**config.mk**
```make
export PLATFORM = sky130hd
export DESIGN_NAME = add_seq_ctrl
export DESIGN_NICKNAME = d
export VERILOG_FILES = /design/src/rtl/add_seq_ctrl.sv
export SDC_FILE = /design/constraint.sdc
export NUM_CORES = 1
export LEC_CHECK = 0
export BUFFER_PORTS_ARGS = -buffer_cell sky130_fd_sc_hd__buf_2
export CAP_MARGIN = 40
export CORE_MARGIN = 4
export CORE_UTILIZATION = 54
export CTS_CLUSTER_DIAMETER = 80
export DETAILED_ROUTE_END_ITERATION = 12
export PLACE_DENSITY = 0.79
export SYNTH_ARGS = -nofsm -noshare
export SYNTH_HDL_FRONTEND = slang
export SYNTH_SLANG_ARGS = --single-unit
```
**constraint.sdc**
```tcl
create_clock -name clk -period 4.05 [get_ports clk]
set_input_delay 0.6075 -clock clk [delete_from_list [all_inputs] [get_ports clk]]
set_output_delay 0.6075 -clock clk [all_outputs]
set_load 0.05 [all_outputs]
```
**src/rtl/add_seq_ctrl.sv**
```systemverilog
// add_seq_ctrl -- WIDTH-bit adder built by time-multiplexing one 4-bit ripple
// adder (full_add_4) over NIB = WIDTH/4 cycles, least-significant nibble first.
//
// Ports:
//   clk    rising-edge clock
//   rst_n  synchronous active-low reset
//   start  request, accepted when start && ready at a rising edge
//   A, B   WIDTH-bit operands, sampled only at acceptance
//   Cin    carry-in, sampled only at acceptance
//   sub    subtract select (only when ADD_SEQ_SUB_EN is defined)
//   ready  can accept start (IDLE or DONE)
//   busy   operation in progress (RUN)
//   done   one-cycle pulse, Sum/Cout just updated
//   Sum    last completed result (registered)
//   Cout   carry out of the last completed result (registered)
//
// Optional feature macro: ADD_SEQ_SUB_EN (adds the sub port and A-B path).
// WIDTH must be a multiple of 4 and at least 8.

// 4-bit ripple-carry adder, combinational.
module full_add_4 (
    input  logic [3:0] A,
    input  logic [3:0] B,
    input  logic       Cin,
    output logic [3:0] Sum,
    output logic       Cout
);
    logic [4:0] w_c;

    always_comb begin
        Sum    = '0;
        w_c    = '0;
        w_c[0] = Cin;
        for (int i = 0; i < 4; i++) begin
            Sum[i]   = A[i] ^ B[i] ^ w_c[i];
            w_c[i+1] = (A[i] & B[i]) | (w_c[i] & (A[i] ^ B[i]));
        end
        Cout = w_c[4];
    end
endmodule

module add_seq_ctrl #(
    parameter int WIDTH = 16
) (
    input  logic             clk,
    input  logic             rst_n,
    input  logic             start,
    input  logic [WIDTH-1:0] A,
    input  logic [WIDTH-1:0] B,
    input  logic             Cin,
`ifdef ADD_SEQ_SUB_EN
    input  logic             sub,
`endif
    output logic             ready,
    output logic             busy,
    output logic             done,
    output logic [WIDTH-1:0] Sum,
    output logic             Cout
);
    localparam int NIB = WIDTH / 4;
    localparam int IW  = $clog2(NIB);

    typedef enum logic [1:0] {
        S_IDLE = 2'd0,
        S_RUN  = 2'd1,
        S_DONE = 2'd2
    } state_t;

    state_t              r_state;
    logic [IW-1:0]       r_idx;
    logic [NIB-1:0][3:0] r_opa;
    logic [NIB-1:0][3:0] r_opb;
    logic [NIB-1:0][3:0] r_acc;
    logic                r_cy;
    logic [WIDTH-1:0]    r_sum;
    logic                r_cout;

    logic [3:0]          w_nib_a;
    logic [3:0]          w_nib_b;
    logic [3:0]          w_nib_sum;
    logic                w_nib_cout;
    logic                w_last;
    logic [NIB-1:0][3:0] w_res;

    assign w_nib_a = r_opa[r_idx];
    assign w_nib_b = r_opb[r_idx];
    assign w_last  = (r_idx == IW'(NIB - 1));

    full_add_4 u_add (
        .A    (w_nib_a),
        .B    (w_nib_b),
        .Cin  (r_cy),
        .Sum  (w_nib_sum),
        .Cout (w_nib_cout)
    );

    // Final result: lower nibbles from the accumulator, top nibble straight
    // from the adder in the same cycle it is produced.
    always_comb begin
        w_res        = r_acc;
        w_res[NIB-1] = w_nib_sum;
    end

    always_ff @(posedge clk) begin
        if (!rst_n) begin
            r_state <= S_IDLE;
            r_idx   <= '0;
            r_opa   <= '0;
            r_opb   <= '0;
            r_acc   <= '0;
            r_cy    <= 1'b0;
            r_sum   <= '0;
            r_cout  <= 1'b0;
        end else begin
            case (r_state)
                S_RUN: begin
                    // start is ignored here: no resample, no queueing
                    r_acc[r_idx] <= w_nib_sum;
                    r_cy         <= w_nib_cout;
                    r_idx        <= r_idx + IW'(1);
                    if (w_last) begin
                        r_sum   <= w_res;
                        r_cout  <= w_nib_cout;
                        r_state <= S_DONE;
                    end
                end
                default: begin
                    // IDLE and DONE accept identically, giving back-to-back issue
                    if (start) begin
                        r_opa <= A;
                        r_idx <= '0;
`ifdef ADD_SEQ_SUB_EN
                        // A - B = A + ~B + 1; Cin is ignored when subtracting
                        r_opb <= sub ? ~B : B;
                        r_cy  <= sub | Cin;
`else
                        r_opb <= B;
                        r_cy  <= Cin;
`endif
                        r_state <= S_RUN;
                    end else begin
                        r_state <= S_IDLE;
                    end
                end
            endcase
        end
    end

    // Status outputs decode the state register only.
    assign ready = (r_state != S_RUN);
    assign busy  = (r_state == S_RUN);
    assign done  = (r_state == S_DONE);
    assign Sum   = r_sum;
    assign Cout  = r_cout;
endmodule

```
### Yosys cells after proc, flatten, opt, wreduce, memory -nomap -nowiden

Cells that the tools add are included.

* bits in registers: 70
* input bits: 36
* output and inout port bits: 20
* logic and storage cells: 64

* add/sub/neg operators: 1
* magnitude comparators: 2
* equal/unequal tests: 5
* mux-type cells: 14
* bitwise logic cells: 21
* reductions and logical operators: 4

Operator list (number)
* binary-select mux 4 bit (select 2 bit): 2
* bitwise mux 16 bit: 1
* two-way mux 4 bit: 3
* AND 1 bit: 8
* demux 4 bit (select 2 bit): 1
* two-way mux 2 bit: 4
* bitwise XOR 1 bit: 8
* equality test 2 bit, second input constant: 2
* != test 2 x 1 -> 1 bit, second input constant: 2
* bitwise OR 1 bit: 4
* AND reduction 2 bit: 2
* < comparator 2 x 3 -> 1 bit, second input constant: 1
* two-way mux 1 bit: 3
* adder 2 x 1 -> 2 bit, second input constant: 1
* equality test 2 x 1 -> 1 bit, second input constant: 1
* >= comparator 2 x 1 -> 1 bit, second input constant: 1
* nonzero test 2 bit: 1
* logical AND 1 bit: 1
* inverter 1 bit: 1

### Logic depth before layout (Yosys ltp)

Gate-level depths: netlist (run 1).

* word-level depth: 12
* gate-level depth with buffers: 12
* gate-level depth less buffers: 11

### Hierarchy

A second synthesis (run 1) with hierarchy kept.

* cell total of the unflattened synthesis: 272
* area total of the unflattened synthesis: 2770.2 sq um

Modules (own cells, without submodules)
* add_seq_ctrl: instances 1, cells each 258, area an instance 2652.5 sq um, seq. area each 1321.3 sq um
* full_add_4: instances 1, cells each 14, area an instance 117.6 sq um, seq. area each 0.0 sq um

### Worst setup path before layout (run 1)

No wires, ideal clock.

* kind: flip-flop to flip-flop
* start: reg r_idx[0]
* end: reg r_acc[11] (netlist bit)
* library setup time: 0.076 ns
* arrival time: 2.848 ns
* required time: 3.974 ns
* path slack: 1.126 ns
* cell stages (with the launch flop): 12
* buffers on the path: 1
* clock period less this slack: 2.924 ns
* cell sequence: dfxtp_1 -> buf_2 -> mux4_2 -> fa_1 -> inv_1 -> fa_1 -> inv_1 -> fa_1 -> inv_1 -> fa_1 -> nand2b_1 -> o21ai_0

* longest elaborated chain between the ends: 11
* elaborated cells on any way between the ends: 24
* classes of those cells: order compare (2); mux (7); bitwise (14); reduce/logical (1)

Ends and longest elaborated chain
* start, declared: line 70 `logic [IW-1:0] r_idx;`
* start signal, assigned: line 120 `r_idx <= r_idx + IW'(1);`
* binary-select mux 4 bit (select 2 bit), on equally long branches: line 85, 86
* two-way mux 4 bit, on equally long branches: line 85, 86
* bitwise XOR 1 bit: line 36 `w_c[i+1] = (A[i] & B[i]) | (w_c[i] & (A[i] ^ B[i]));`
* AND 1 bit: line 36
* bitwise OR 1 bit: line 36
* AND 1 bit: line 36
* bitwise OR 1 bit: line 36
* AND 1 bit: line 36
* bitwise OR 1 bit: line 36
* bitwise XOR 1 bit: line 35 `Sum[i] = A[i] ^ B[i] ^ w_c[i];`
* bitwise mux 16 bit *: line 118 `r_acc[r_idx] <= w_nib_sum;`
* end signal, assigned by index: line 118
* end, declared: line 73 `logic [NIB-1:0][3:0] r_acc;`

Mark *: on every way between the ends. The rest lies on a longest branch, timed or not. The select of a mux whose other input is x is not followed.
A chain may end at the register's enable or synchronous reset.

### Worst setup path in the final report (run 1)

Same ends and word-level chain as after synthesis.

==> impl_results.md, run 1 <==
- Area contributors post-synth: dfxtp_1 48%, mux2i_1 12%, nand2_1 9.1%
- Vias: 2084
- Total chip power: 1.58 mW
- Total global routing overflow: 0
- Crit start category: flip-flop
- Fin Setup TNS: 0 ns
- Commonest non-fill, non-tap cell in the layout: nand2_1
- Largest family of logic cells by synthesized area: multiplexers
- Sw Share: 0.221
- Via/cell ratio: 5.28
- CP max-delay cell: mux4_2
- CP arrival: 3.16 ns
- Max_cap viols: 0
- Clock buffer depth: 2
- GP Congestion: 0.742
- Fillers: 370
- Mux cell area share after synthesis: 0.184
- Internal: 1.23 mW
- CP max FO: 4
- PD cells: 472 nW/um2
- CP Data Required Time: 4.30 ns
- Final Net Count: 367
- P&R area growth vs syn: 20.8%
- Cts repair resizes: 0
- Xor/xnor cell area share of the yosys netlist: 0
- Post-DP Area: 3070 um2
- Initial antenna violation count: 0
- Top Ports: 56
- Critical Path Max Stage Delay: 0.54 ns
- Vias in the first global route: 2029
- Tmin final: 2.91 ns
- Register share of total power: 0.438
- Sequential fraction of the synthesis area: 0.477
- Tightest Pin Transition: 0.569 ns
- Hold_buf cts: 0
- Post-Synthesis Cells: 270
- Die Y: 79.6 um
- Layout cells sized above 1: 0.268
- Initial Utilization: 0.572
- Post-Synth Simple-Gate Area: 0.141
- #FFs+latches synth: 66
- Combinational share of power: 0.092
- Worst-Skew Late Latency: 0.33 ns
- Rel. slew slack: 0.621
- Most frequent cells in the layout: 67 x nand2_1, 66 x dfxtp_1, 55 x buf_2
- Post-route cell area: 3350 um2
- Setup-failing EPs final: 0
- First-pass GRT wire length: 9230 um
- Setup Buffers After CTS: 0
- TritonCTS buffer count: 9
- Iter 0 DRT Violations: 103
- DRT Pass-1 Iters: 4
- CP bufs+invs: 3
- Unrepaired setup endpoints after global routing: false
- H-tree levels: 3
- Synthesized area per cell: 10.3 um2
- Clock root buffer: clkbuf_8
- Hold Slack: 0.460 ns
- Final Cycle Share: 0.718
- Placeable Area: 4850 um2
- Antenna viol nets, final: 0
- Final Hold Fails: 0
- Static Leak: 1.55 nW
- Synth Area in Compound Gates: 0.0939
- Post-synth top area cell: dfxtp_1
- Clock share of power: 0.470
- Syn_nets: 314
- CTS tree: built
- HP Class: flip-flop to flip-flop
- Site Rows: 25
- Crit path max-delay family: adder cells
- Die Width: 79.6 um
- Detailed Place HPWL: 3880 um
- Netlist cell types: 29
- Status: finished clean
- DR WL/cell: 14.1 um
- Adder-Cell Fraction of Synth Area: 0.0470
- Max-slew violation count: 0
- Buffers on Ports: 55
- Most used cell, CP: fa_1
- Clock transition at path regs: 0.07 ns
- Worst VDD drop: 0.310 mV
- Ant diodes: 0
- GRT Util Overall: 0.189
- Yosys Warn Count: 0
- Largest net degree at the start of global routing: 62
- Netlist Area Pre-Place: 2770 um2
- Die area: 6340 um2
- Drc violations: 0
- Clock sinks: 66
- Routed WL: 5580 um
- Max Clock Freq: 344 MHz
- Post-synth top area share: 0.477
- Clk_skew: 0.0120 ns
- Cell Chain, Critical Path: mux4_2 > fa_1 > inv_1 > fa_1 > inv_1 > fa_1 > inv_1 > fa_1 > nand2b_1 > o21ai_0
- Worst Path Class, Setup: flip-flop to flip-flop
- Crit. End Element: flip-flop
- Net Sw Power: 0.348 mW
==> per-stage QoR <==
stage	setup WS [ns]	utilization	std cells
finish	1.14	0.690	395
global route	1.00	0.690	395
CTS	1.13	0.690	395
detailed placement	1.17	0.634	379
global placement	1.23	0.628	378
floorplan	1.13	-	270
==> layer usage <==
layer	vias up	GRT usage	wire length, um
li1	1032	-	-
met1	985	0.231	2560
met2	54	0.303	2590
met3	13	0.0564	324
met4	0	0.0893	108
met5	-	0	0
==> power groups by stage <==
stage | Combinational (mW) | Sequential, mW | Clock (mW)
after global routing | 0.161 | 0.695 | 0.778
after floorplan | 0.107 | 0.701 | 0
after CTS | 0.146 | 0.692 | 0.752
after detailed placement | 0.144 | 0.707 | 0
after global placement | 0.138 | 0.706 | 0
final | 0.145 | 0.692 | 0.743
==> cells in the mapped netlist, drive strengths merged <==
library cell	count
a21boi	2
a21oi	1
a22o	15
buf	13
clkbuf	4
dfxtp	66
fa	4
ha	4
inv	12
mux2i	33
mux4	8
nand2	68
nand2b	3
nand3	13
nand3b	3
nor2	1
nor2b	1
nor3	1
o21a	2
o21ai	13
o2bb2ai	2
or3	1
==> area by class of cell <==
| cell class | count | area [um2] | area share |
|---|---|---|---|
| clock inverter | 6 | 138 | 0.0411 |
| inverter | 12 | 50.0 | 0.0150 |
| timing repair buffer | 59 | 325 | 0.0972 |
| multi-input combinational | 175 | 1290 | 0.386 |
| clock buffer | 10 | 138 | 0.0411 |
| sequential | 66 | 1320 | 0.395 |
| tap | 67 | 83.8 | 0.0250 |
==> cell families (layout without fill, tap and decap cells) <==
kind of cell / after synthesis / after routing
buf+inv: 29 / 87
compound gates: 35 / 35
mux: 41 / 41
simple gates: 91 / 91
fa+ha+maj: 8 / 8
flops: 66 / 66
==> tightest hold or removal path, stage by stage (launching register included) <==
cell,delay (ns)
dfxtp_1,0.31
nand2_1,0.05
mux2i_1,0.05
==> registers in the layout, summed over array words and instances, names as in the netlist <==
signal / count
Sum: 16
r_opb: 16
r_acc: 12
r_opa: 16
r_state: 2
r_cy: 1
Cout: 1
r_idx: 2
==> path summary, 6_finish.rpt <==
path                          startpoint                endpoint  slack, ns  depth (start not counted)
setup / recovery   r_idx[0]$_SDFFE_PN0P_  r_acc[11]$_SDFFE_PN0P_       1.14                         10
setup reg to reg   r_idx[0]$_SDFFE_PN0P_  r_acc[11]$_SDFFE_PN0P_       1.14                         10
hold reg to reg   r_opb[10]$_SDFFE_PN0P_  r_opb[10]$_SDFFE_PN0P_       0.46                          2
hold / removal    r_opb[10]$_SDFFE_PN0P_  r_opb[10]$_SDFFE_PN0P_       0.46                          2
Power figures use the tool's default switching activity.
==> run 2, diff against run 1 <==
Settings changed: CORE_UTILIZATION 54 to 49, PLACE_DENSITY 0.79 to 0.75.
Clock period 4.05 ns to 2.3 ns, I/O delays scaled along.
==> impl_results.md, run 2 (synthesized netlist as in run 1, its figures left out) <==
- PD cells: 764 nW/um2 (+62%)
- Sequential Area: 1320 um2 (+0.19%)
- Clock sinks: 66 (unchanged)
- Iter 0 DRT Violations: 55 (-47%)
- CP Data Required Time: 2.57 ns (-1.73 ns)
- Tightest Pin Transition: 0.495 ns (-0.0742 ns)
- Static Leak: 1.53 nW (-1.0%)
- Largest net degree at the start of global routing: 45 (-27%)
- CP max FO: 3 (-1)
- Clock buffer depth: 2 (unchanged)
- Tmin final: 2.67 ns (-0.244 ns)
- Total global routing overflow: 0 (unchanged)
- Vias: 2024 (-2.9%)
- CTS tree: built
- Initial Utilization: 0.503 (-0.0683)
- GRT met2 Usage: 0.260 (-0.0428)
- Layout cells sized above 1: 0.304 (+0.0359)
- Endpoint, Worst Hold: r_opa[9]$_SDFFE_PN0P_
- Hold path startpoint: A[9]
- Final Hold Fails: 0 (unchanged)
- Fin Setup TNS: -1.75 ns (-1.75 ns)
- Ant diodes: 0 (unchanged)
- Rel. slew slack: 0.669 (+0.0486)
- Unrepaired setup endpoints after global routing: true
- Busiest grt layer: met2
- First-pass GRT wire length: 9250 um (+0.15%)
- Hold path cells: 3 (+1)
- Site Rows: 27 (+8.0%)
- Placed cells: 388 (+2.4%)
- Failing checks: negative setup slack
- Setup-failing EPs final: 9 (+9)
- GP Congestion: 0.810 (+9.2%)
- H-tree levels: 3 (unchanged)
- Clock transition at path regs: 0.07 ns (about the same)
- R2R depth: 10 (unchanged)
- HP Class: input port to flip-flop
- Worst slack, placed: -0.383 ns (-1.55 ns)
- Buffers on Ports: 55 (unchanged)
- Crit. End Element: flip-flop
- Max Clock Freq: 375 MHz (+9.1%)
- GRT Util Overall: 0.166 (-0.0225)
- DRT Pass-1 Iters: 4 (unchanged)
- Worst Path Class, Setup: flip-flop to flip-flop
- Vias in the first global route: 1985 (-2.2%)
- TritonCTS buffer count: 9 (unchanged)
- Post-Layout Cell Count: 404 (+2.3%)
- Cell Chain, Critical Path: mux4_2 > fa_2 > inv_2 > fa_2 > inv_2 > fa_2 > inv_2 > fa_1 > nand2b_4 > o21ai_1
- DR WL/cell: 13.6 um (-3.8%)
- Met3 Track Usage GR: 0.0397 (-0.0168)
- Setup Buffers After CTS: 0 (unchanged)
- Post-route cell area: 3340 um2 (-0.15%)
- Critical Path Max Stage Delay: 0.51 ns (-0.03 ns)
- Clock root buffer: clkbuf_8
- Worst r2r src: r_idx[0]$_SDFFE_PN0P_
- Final setup margin: -0.366 ns (-1.51 ns)
- Worst VDD drop: 0.584 mV (+89%)
- Status: finished, violations left
- Final Net Count: 371 (+1.1%)
- CP max-delay cell: mux4_2
- Clk_skew: 0.00838 ns (-0.00359 ns)
- Max_cap viols: 0 (unchanged)
- Initial antenna violation count: 0 (unchanged)
- Routed WL: 5490 um (-1.6%)
- Antenna viol nets, final: 0 (unchanged)
- Via/cell ratio: 5.01 (-5.0%)
- Drc violations: 0 (unchanged)
- Commonest non-fill, non-tap cell in the layout: nand2_1
- Hold_buf cts: 0 (unchanged)
- Worst R2R Setup Slack: -0.37 ns (-1.51 ns)
- Max-slew violation count: 0 (unchanged)
- Detailed Place HPWL: 4070 um (+4.9%)
- Multi-input combinational cell area: 1310 um2 (+1.5%)
- Placeable Area: 5510 um2 (+14%)
- Final Cycle Share: 1.16 (+0.441)
- Finished Core Util: 0.607 (-0.0834)
- Most frequent cells in the layout: 67 x nand2_1, 64 x dfxtp_1, 55 x buf_2
- Die Y: 83.2 um (+4.5%)
- Die Width: 83.2 um (+4.5%)
- Fillers: 459 (+24%)
- P&R area growth vs syn: 20.6%
- Reg-to-Reg End: r_acc[3]$_SDFFE_PN0P_
- CP arrival: 2.94 ns (-0.22 ns)
- Worst-Skew Late Latency: 0.34 ns (about the same)
- Die area: 6920 um2 (+9.2%)
- Top Ports: 56 (unchanged)
- Routing usage on met1: 0.209 (-0.0216)
- Crit start category: flip-flop
- Post-DP Area: 3120 um2 (+1.5%)
run 2: cell types whose count changed in the layout (fill, tap and decap cells not counted), sizes merged:
| cell | delta |
|---|---|
| buf | +4 |
| bufinv | -2 |
| clkbuf | +2 |
| clkinv | -2 |
| clkinvlp | +2 |
run 2: what timing repair did:
item,4_1_cts,5_1_grt
hold endpoints to repair,0,0
pin swaps,2,1
gates resized for setup,5,2
setup endpoints to repair,9,10
gates cloned,0,0
run 2: critical path: cells and delay by family (launching register included):
kind	cells	cell delay, ns
multiplexers	1	0.51
adder cells (fa/ha/maj)	4	1.29
AND/OR/NAND/NOR	1	0.17
flip-flops	1	0.34
buffers and inverters	3	0.17
AO/OA/AOI/OAI	1	0.11
run 2: worst max-delay path by stage:
stage                                         to  slack, ns                  start
after floorplan           r_acc[11]$_SDFFE_PN0P_      -0.42  r_idx[0]$_SDFFE_PN0P_
after global placement    r_acc[11]$_SDFFE_PN0P_      -0.30  r_idx[0]$_SDFFE_PN0P_
after detailed placement   r_acc[7]$_SDFFE_PN0P_      -0.38  r_idx[0]$_SDFFE_PN0P_
after CTS                  r_acc[7]$_SDFFE_PN0P_      -0.38  r_idx[0]$_SDFFE_PN0P_
after global routing       r_acc[3]$_SDFFE_PN0P_      -0.45  r_idx[0]$_SDFFE_PN0P_
final                      r_acc[3]$_SDFFE_PN0P_      -0.37  r_idx[0]$_SDFFE_PN0P_
run 2: routing by layer:
layer  share of wire  wire length (um)
met5               0                 0
met4           0.033               183
met3           0.055               304
met2            0.46              2510
met1            0.45              2500
run 2: through the flow:
| stage | hold WS, ns | power, mW |
|---|---|---|
| 4_1_cts | 0.227 | 2.57 |
| 2_1_floorplan | 0.435 | 1.43 |
| 3_3_place_gp | 0.441 | 1.50 |
| 6_report | 0.240 | 2.55 |
| 3_5_place_dp | 0.452 | 1.51 |
| 5_1_grt | 0.235 | 2.66 |
run 2: final cells by class:
cell class / instances / area share
clock buffer: 12 / 0.0434
inverter: 12 / 0.0150
clock inverter: 4 / 0.0225
tap: 72 / 0.0270
multi-input combinational: 175 / 0.392
sequential: 66 / 0.396
timing repair buffer: 63 / 0.104
run 2: power breakdown:
part / switching, mW / internal, mW / leakage [nW]
Clock: 0.428 / 0.641 / 0.103
Sequential: 0.0265 / 1.19 / 0.539
Combinational: 0.144 / 0.122 / 0.889
Total: 0.599 / 1.95 / 1.53
==> run 3, diff against run 2 <==
Settings changed: CORE_UTILIZATION 49 to 48, PLACE_DENSITY 0.75 to 0.74.
==> impl_results.md, run 3 (synthesized netlist as in run 1, its figures left out) <==
- GRT Util Overall: 0.165 (-0.00169)
- Hold path startpoint: B[11]
- Met1 Wirelength: 2520 um (+0.80%)
- Cell Chain, Critical Path: mux4_2 > fa_2 > inv_2 > fa_2 > inv_2 > fa_2 > inv_2 > fa_1 > nand2b_4 > o21ai_1
- Final setup margin: -0.350 ns (+0.0163 ns)
- Critical Path Max Stage Delay: 0.52 ns (about the same)
- Static Leak: 1.52 nW (-0.61%)
- Max Used Layer: met4
- Detailed Place HPWL: 3830 um (-5.9%)
- Clock transition at path regs: 0.07 ns (about the same)
- Clk_skew: 0.00710 ns (-0.00128 ns)
- Critical Path Source: r_idx[1]$_SDFFE_PN0P_
- DRT Pass-1 Iters: 4 (unchanged)
- Placed cells: 388 (unchanged)
- P&R area growth vs syn: 19.8%
- Endpoint, Worst Hold: r_opb[11]$_SDFFE_PN0P_
- TritonCTS buffer count: 9 (unchanged)
- Die area: 7050 um2 (+1.9%)
- Hold path cells: 3 (unchanged)
- Buffers on Ports: 55 (unchanged)
- Die Y: 84.0 um (+0.94%)
- Routed WL: 5320 um (-3.1%)
- Worst R2R Setup Slack: -0.35 ns (+0.02 ns)
- Most frequent cells in the layout: 67 x nand2_1, 64 x dfxtp_1, 55 x buf_2
- CP arrival: 2.91 ns (-0.03 ns)
- CP Data Required Time: 2.56 ns (about the same)
- Ant diodes: 0 (unchanged)
- Failing checks: negative setup slack
- Combinational share of power: 0.111 (+0.007)
- Max_cap viols: 0 (unchanged)
- Final Hold Fails: 0 (unchanged)
- First-pass GRT wire length: 9390 um (+1.6%)
- Internal: 1.81 mW (-7.2%)
- Routed wl met3: 334 um (+9.9%)
- Die Width: 84.0 um (+0.94%)
- CP max FO: 3 (unchanged)
- Largest net degree at the start of global routing: 68 (+51%)
- Iter 0 DRT Violations: 63 (+15%)
- Total global routing overflow: 0 (unchanged)
- CTS tree: built
- Sw Share: 0.245 (+0.0104)
- Initial antenna violation count: 0 (unchanged)
- Vias in the first global route: 2017 (+1.6%)
- Final Net Count: 371 (unchanged)
- Tmin final: 2.65 ns (-0.0163 ns)
- Crit. End Element: flip-flop
- Layout cells sized above 1: 0.304 (unchanged)
- Final Cycle Share: 1.15 (-0.00708)
- Unrepaired setup endpoints after global routing: true
- Clock root buffer: clkbuf_8
- Tightest Pin Transition: 0.511 ns (+0.0161 ns)
- Worst-Skew Late Latency: 0.33 ns (about the same)
- Crit start category: flip-flop
- CP bufs+invs: 3 (unchanged)
- Worst Path Class, Setup: flip-flop to flip-flop
- Setup Buffers After CTS: 0 (unchanged)
- H-tree levels: 3 (unchanged)
- CP max-delay cell: mux4_2
- Register share of total power: 0.507 (+0.030)
- Vias: 1988 (-1.8%)
- Drc violations: 0 (unchanged)
- Total chip power: 2.40 mW (-5.9%)
- Max-slew violation count: 0 (unchanged)
- R2R depth: 10 (unchanged)
- Status: finished, violations left
- Net Sw Power: 0.588 mW (-1.8%)
- Met2 WL: 2410 um (-3.8%)
- Worst VDD drop: 0.555 mV (-5.0%)
- Reg-to-Reg End: r_acc[3]$_SDFFE_PN0P_
- Site Rows: 27 (unchanged)
- Commonest non-fill, non-tap cell in the layout: nand2_1
- Post-Layout Cell Count: 404 (unchanged)
- Clock share of power: 0.382 (-0.037)
- Antenna viol nets, final: 0 (unchanged)
- Max Clock Freq: 377 MHz (+0.61%)
- Initial Utilization: 0.500 (-0.00307)
- Rel. slew slack: 0.659 (-0.0108)
- Setup-failing EPs final: 9 (unchanged)
- DR WL/cell: 13.2 um (-3.1%)
- Clock buffer depth: 2 (unchanged)
- Placeable Area: 5540 um2 (+0.61%)
- Fin Setup TNS: -1.57 ns (+0.179 ns)
- Clock sinks: 66 (unchanged)
- HP Class: input port to flip-flop
- Via/cell ratio: 4.92 (-1.8%)
- PD cells: 723 nW/um2 (-5.3%)
- Crit path max-delay family: adder cells
- Fillers: 486 (+5.9%)
- Worst r2r src: r_idx[1]$_SDFFE_PN0P_
- GP Congestion: 0.761 (-6.1%)
- Top Ports: 56 (unchanged)
run 3: per-layer routing:
metal,vias up,global-route usage
li1,1041,-
met1,886,0.212
met2,54,0.258
met3,7,0.0573
met4,0,0.0526
met5,-,0
run 3: through the flow:
stage | instance area, um2 | setup WS [ns] | hold slack [ns] | utilization
after floorplan | 2800 | -0.416 | 0.435 | -
after global placement | 3130 | -0.301 | 0.442 | 0.565
after detailed placement | 3130 | -0.347 | 0.452 | 0.565
after CTS | 3320 | -0.366 | 0.235 | 0.599
after global routing | 3320 | -0.481 | 0.230 | 0.599
final | 3320 | -0.350 | 0.246 | 0.599
run 3: worst min-delay path, cell delays in order:
cell and delay (ns):
buf_2 0.09, nand2_1 0.04, mux2i_1 0.05
run 3: how the worst max path moves through the flow:
stage / end / slack, ns / depth (start not counted)
after floorplan: r_acc[11]$_SDFFE_PN0P_ / -0.42 / 11
after global placement: r_acc[11]$_SDFFE_PN0P_ / -0.30 / 10
after detailed placement: r_acc[3]$_SDFFE_PN0P_ / -0.35 / 10
after CTS: r_acc[7]$_SDFFE_PN0P_ / -0.37 / 10
after global routing: r_acc[11]$_SDFFE_PN0P_ / -0.48 / 10
final: r_acc[3]$_SDFFE_PN0P_ / -0.35 / 10
run 3: power groups by stage:
stage / Clock, mW / Sequential [mW] / Combinational [mW]
2_1_floorplan: 0 / 1.24 / 0.197
3_3_place_gp: 0 / 1.24 / 0.264
3_5_place_dp: 0 / 1.24 / 0.268
4_1_cts: 0.939 / 1.22 / 0.270
5_1_grt: 0.996 / 1.22 / 0.299
6_report: 0.917 / 1.22 / 0.266
run 3: cell type report:
cell class                      count  area, um2  share of cell area
Sequential cell                    66       1320               0.399
Multi-Input combinational cell    175       1310               0.395
Tap cell                           72       90.1              0.0271
Timing Repair Buffer               63        360               0.109
Inverter                           12       50.0              0.0151
Clock buffer                       11        131              0.0396
Clock inverter                      5       55.1              0.0166
run 3: timing repair:
action,4_1_cts,5_1_grt
pin swaps,0,2
hold buffers,0,0
gates cloned,0,0
setup endpoints to repair,9,10
gates resized for setup,5,2
